File: config.mk
export PLATFORM = sky130hd
export DESIGN_NAME = adder_seq_ctrl
export DESIGN_NICKNAME = d
export VERILOG_FILES = /design/src/rtl/adder_seq_ctrl.sv
export SDC_FILE = /design/constraint.sdc
export NUM_CORES = 1
export LEC_CHECK = 0
export CORE_UTILIZATION = 45
export CTS_BUF_LIST = sky130_fd_sc_hd__clkbuf_16
export CTS_CLUSTER_DIAMETER = 40
export DETAILED_ROUTE_END_ITERATION = 12
export GPL_TIMING_DRIVEN = 0
export MAX_ROUTING_LAYER = met4
export PLACE_DENSITY = 0.74
export SLEW_MARGIN = 20
export SYNTH_ARGS = -nofsm -noshare
export SYNTH_HDL_FRONTEND = slang
export SYNTH_SLANG_ARGS = --single-unit
File: constraint.sdc
create_clock -name clk -period 2.36 [get_ports clk]
set_clock_uncertainty 0.1 [all_clocks]
set_input_delay 0.472 -clock clk [delete_from_list [all_inputs] [get_ports clk]]
set_output_delay 0.472 -clock clk [all_outputs]
set_load 0.02 [all_outputs]
File: src/rtl/adder_seq_ctrl.sv
// ---------------------------------------------------------------------------
// adder_seq_ctrl
//
// Purpose:
//    Sequential WIDTH-bit adder controller. It reuses one external 4-bit
//    carry-lookahead adder. It feeds one nibble of each operand per cycle,
//    starting with the least significant nibble, and chains the carry between
//    cycles. A WIDTH-bit addition takes WIDTH/4 RUN cycles plus one DONE cycle.
//
// Parameters:
//    WIDTH       operand width in bits; must be a multiple of 4 and >= 8
//
// Ports:
//    clk         single clock, rising-edge active
//    rst_n       asynchronous active-low reset
//    start       request a new addition (sampled in IDLE and DONE only)
//    a, b, cin   operands and carry-in, latched on an accepted start
//    slice_a     current nibble of A driven to the external adder
//    slice_b     current nibble of B driven to the external adder
//    slice_cin   running carry driven to the external adder
//    slice_s     4-bit sum returned by the external adder
//    slice_cout  carry-out returned by the external adder
//    busy        high exactly while in RUN
//    done        one-cycle pulse; s/cout (and ovf) are valid here
//    s           registered sum, filled nibble-by-nibble
//    cout        registered final carry-out
//    ovf         signed overflow flag (only with ADDER_SEQ_OVF_EN)
//
// Configuration:
//    `define ADDER_SEQ_OVF_EN adds the ovf output and its detection logic.
// ---------------------------------------------------------------------------
module adder_seq_ctrl #(
   parameter int WIDTH = 16
) (
   input  logic             clk,
   input  logic             rst_n,
   input  logic             start,
   input  logic [WIDTH-1:0] a,
   input  logic [WIDTH-1:0] b,
   input  logic             cin,
   output logic [3:0]       slice_a,
   output logic [3:0]       slice_b,
   output logic             slice_cin,
   input  logic [3:0]       slice_s,
   input  logic             slice_cout,
   output logic             busy,
   output logic             done,
   output logic [WIDTH-1:0] s,
   output logic             cout
`ifdef ADDER_SEQ_OVF_EN
   ,
   output logic             ovf
`endif
);

   localparam int NIB = WIDTH / 4;
   localparam int IW  = (NIB > 1) ? $clog2(NIB) : 1;
   localparam logic [IW-1:0] LAST_IDX = IW'(NIB - 1);

   typedef enum logic [1:0] {
      IDLE,
      RUN,
      DONE
   } state_t;

   state_t           state;
   logic [IW-1:0]    idx;
   logic [WIDTH-1:0] a_r;
   logic [WIDTH-1:0] b_r;
   logic             carry_r;

   // busy and done decode the state register directly. They have no
   // combinational path from any input, and reset forces them low at once.
   assign busy = (state == RUN);
   assign done = (state == DONE);

   // Nibble mux toward the external adder. The external adder is
   // combinational, so slice_s and slice_cout settle within the same cycle
   // and are captured on the next edge. Outside RUN the bus is held at zero.
   always_comb begin
      slice_a   = 4'd0;
      slice_b   = 4'd0;
      slice_cin = 1'b0;
      if (state == RUN) begin
         slice_a   = a_r[{idx, 2'b00} +: 4];
         slice_b   = b_r[{idx, 2'b00} +: 4];
         slice_cin = carry_r;
      end
   end

   // Main FSM and datapath.
   // IDLE waits for start and latches the operands.
   // RUN processes one nibble per edge. The last nibble also captures the
   //    final carry (and overflow) and moves to DONE.
   // DONE lasts one cycle. If start is high there, the next operation is
   //    latched straight away, so no IDLE cycle is inserted between them.
   // s is not cleared on a new start. Each nibble is overwritten as RUN
   // reaches it, so s is only meaningful at done or afterwards in IDLE.
   always_ff @(posedge clk or negedge rst_n) begin
      if (!rst_n) begin
         state   <= IDLE;
         idx     <= '0;
         a_r     <= '0;
         b_r     <= '0;
         carry_r <= 1'b0;
         s       <= '0;
         cout    <= 1'b0;
`ifdef ADDER_SEQ_OVF_EN
         ovf     <= 1'b0;
`endif
      end else begin
         case (state)
            IDLE: begin
               if (start) begin
                  a_r     <= a;
                  b_r     <= b;
                  carry_r <= cin;
                  idx     <= '0;
                  state   <= RUN;
               end
            end

            RUN: begin
               s[{idx, 2'b00} +: 4] <= slice_s;
               carry_r              <= slice_cout;
               if (idx == LAST_IDX) begin
                  idx   <= '0;
                  cout  <= slice_cout;
`ifdef ADDER_SEQ_OVF_EN
                  // Signed overflow: the operand signs match, but the sign
                  // of the result differs from them. slice_s[3] is the MSB
                  // of the full sum on this last nibble.
                  ovf   <= (a_r[WIDTH-1] == b_r[WIDTH-1]) &&
                           (slice_s[3] != a_r[WIDTH-1]);
`endif
                  state <= DONE;
               end else begin
                  idx <= idx + 1'b1;
               end
            end

            DONE: begin
               if (start) begin
                  a_r     <= a;
                  b_r     <= b;
                  carry_r <= cin;
                  idx     <= '0;
                  state   <= RUN;
               end else begin
                  state <= IDLE;
               end
            end

            default: begin
               state <= IDLE;
            end
         endcase
      end
   end

endmodule

==> results.sh <==
export IMPL_leakagePower_nw=1.51
export IMPL_cp_max_fo=10
export IMPL_fin_ws_ns=0.0586
export IMPL_pwr_share_comb_pct=51.0
export IMPL_io_pins=69
export IMPL_dieHeight_um=77.1
export IMPL_ys_types=28
export IMPL_critPathSlowestCell="dfrtp_1"
export IMPL_cts_clk_slew_worst_paths_ns=0.06
export IMPL_ctsHtreeMaxLevel=2
export IMPL_synth_common_cells="54 x dfrtp_1, 33 x mux2_1, 19 x mux2i_1, 11 x inv_1"
export IMPL_p_sw_mw=1.78
export IMPL_synth_seq_cells=54
export IMPL_fin_crit_ns=2.30
export IMPL_crit_chain="buf_2, nand3b_1, buf_4, o22ai_1, clkdlybuf4s15_2"
export IMPL_clk_root_buffer_cell="clkbuf_16"
export IMPL_rsz0062_at_grt="false"
export IMPL_synth_main_ff_cell="dfrtp_1"
export IMPL_start_util_pct=48.2
export IMPL_syn_cell_area_sq_um=2540
export IMPL_peakVddDrop_v=0.000630
export IMPL_fp_row_count=26
export IMPL_clockBufferDepth=2
export IMPL_whs_ns=0.123
export IMPL_fin_util_pct=66.0
export IMPL_vias=1779
export IMPL_critPathKind="reg2out"
export IMPL_avgSynthCellArea_sq_um=13.4
export IMPL_internal_power_mw=2.92
export IMPL_hold_violations=0
export IMPL_overflow=0
export IMPL_synth_net_count=236
export IMPL_endpoint_kind="output pin"
export IMPL_synth_edf_count=0
export IMPL_clock_sinks=54
export IMPL_grt_use_total_pct=20.6
export IMPL_rrSetupSlack_ns=0.14
export IMPL_pwr_share_seq_pct=34.1
export IMPL_switching_share_pct=37.9
export IMPL_design_core_area_sq_um=5270
export IMPL_power_total_mw=4.71
export IMPL_worst_endpoint_arrival_ns=1.73
export IMPL_design_area_sq_um=3480
export IMPL_power_per_cell_area_nw_per_um2=1350
export IMPL_wirelength_mm=5.47
export IMPL_yosys_warnings=0
export IMPL_drtIter0Drc=90
export IMPL_numPortBuffers=68
export IMPL_rr_worst_depth=6
export IMPL_status="finished, final reports clean"
export IMPL_dp_cells=327
export IMPL_postSynthCellCount=189
export IMPL_cts_tree="done"
export IMPL_yosys_top_cells_area="dfrtp_1 53%, mux2_1 15%, mux2i_1 7.5%"
export IMPL_finalCritPeriodShare_pct=97.5
export IMPL_dr_pass1_iters=4
export IMPL_layout_nets=314
export IMPL_routedWlPerCell_um=16.2
export IMPL_postRouteAntennaNets=0
export IMPL_yosys_area_top_type_share_pct=53.2
export IMPL_die_width_um=77.1
export IMPL_tns_ns=0
export IMPL_setup_viol=0
export IMPL_grt_pass1_wl_mm=9.23
export IMPL_numCtsBuffers=5
export IMPL_grt_max_degree=55
export IMPL_slew_limit_headroom_pct=54.4
export IMPL_hp_class="in2async"
export IMPL_r2r_end="s[9]"
export IMPL_pre_cts_slack_ns=-0.166
export IMPL_final_cells=338
export IMPL_grt_pass1_vias=1890
export IMPL_async_flop_share_pct=100
export IMPL_clock_latency_ns=0.29
export IMPL_slew_violations=0
export IMPL_place_area_sq_um=3300
export IMPL_yosysSeqAreaShare_pct=53.2
export IMPL_p_clk_share_pct=14.9
export IMPL_die_area_sq_um=5950
export IMPL_synth_top_cell_by_area="dfrtp_1"
export IMPL_reg2reg_from="idx[0]"
export IMPL_dpl_hpwl_mm=3.80
export IMPL_antenna_found_initial=0
export IMPL_start_kind="register"
export IMPL_area_delta_synth_final_pct=37.1
export IMPL_routabilityCongestion=0.767
export IMPL_max_freq_mhz=435
export IMPL_cap_violations=0
export IMPL_yosysMostFrequentCell="dfrtp_1"
export IMPL_worst_pin_slew_ns=0.684
export IMPL_worst_ep_required_time_ns=1.79
export IMPL_vias_per_cell=5.26
export IMPL_layout_drive_gt1_share_pct=14.9
export IMPL_cp_slowest_stage_delay_ns=0.41
export IMPL_drc_errors=0
export IMPL_num_antenna_cells=0
[worst max path at each step]
| stage | from | to | slack (ns) | depth (start not counted) |
|---|---|---|---|---|
| 6_report | state[1] | slice_b[1] | 0.06 | 5 |
| 4_1_cts | state[1] | busy | 0.02 | 4 |
| 5_1_grt | state[1] | slice_b[1] | 0.008 | 5 |
| 3_3_place_gp | rst_n | a_r[4] | -0.96 | 1 |
| 3_5_place_dp | state[1] | slice_a[3] | -0.17 | 4 |
| 2_1_floorplan | idx[0] | s[10] | 0.23 | 6 |
[sequential cells by signal (all words and copies together), names as in the netlist]
register and cells:
a_r 16, b_r 16, carry_r 1, cout 1, idx 2, s 16, state 2
[cell families after synthesis]
| logic type | after synthesis | share of synthesized area, % |
|---|---|---|
| DFF | 54 | 53.2 |
| muxes | 52 | 22.1 |
| AOI/OAI and AO/OA | 27 | 9.96 |
| and+or+nand+nor | 27 | 7.25 |
| buffers and inverters | 23 | 4.48 |
| adders and majority gates | 6 | 2.96 |
[timing repair]
| action | CTS | global route |
|---|---|---|
| hold buffers | 0 | 0 |
| endpoints found under the setup margin | 14 | 14 |
| gates resized for setup | 29 | 11 |
| buffers inserted | 1 | 3 |
| pin swaps | 0 | 0 |
[power by group through the flow]
stage	Combinational, mW	Clock (mW)	Sequential, mW
floorplan	1.38	0	1.70
global placement	2.34	0	1.61
detailed placement	2.38	0	1.62
CTS	2.38	0.717	1.62
global route	2.59	0.754	1.67
finish	2.40	0.700	1.61
[metal layers]
metal	track usage [%]	up-vias	routed length, um
met5	-	-	0
met4	6.23	0	71
met3	4.76	6	220
met2	31.6	48	2600
met1	27.3	877	2580
li1	-	848	-
[worst max-delay path: cells and delay by family (launching register included)]
family,cells,cell delay (ns)
buffers and inverters,3,0.65
DFF,1,0.41
AOI/OAI and AO/OA,1,0.19
and+or+nand+nor,1,0.18
[cell type report]
type | instances | area, sq um
Multi-Input combinational cell | 112 | 1090
Inverter | 12 | 48.8
Clock inverter | 3 | 12.5
Fill cell | 421 | 1790
Buffer | 10 | 77.6
Sequential cell | 54 | 1350
Clock buffer | 5 | 125
Timing Repair Buffer | 72 | 688
Tap cell | 70 | 87.6
[placed cells by master, fill, tap and decap left out, types with 2 or more instances in the layout]
cell             count
a32o_1               8
and2_1               2
and3b_1              2
buf_2               10
buf_4                8
buf_8                2
clkbuf_16            5
clkdlybuf4s15_2      3
clkdlybuf4s50_1     57
dfrtp_1             53
ha_1                 5
inv_1               11
mux2_1              33
mux2i_1             19
nand2_1              8
nand3b_1             5
nor2b_1              3
o22ai_1              8
o31ai_1              2
o32ai_1              4
o32ai_2              4
or3b_4               2
(Power assumes the default switching activity.)
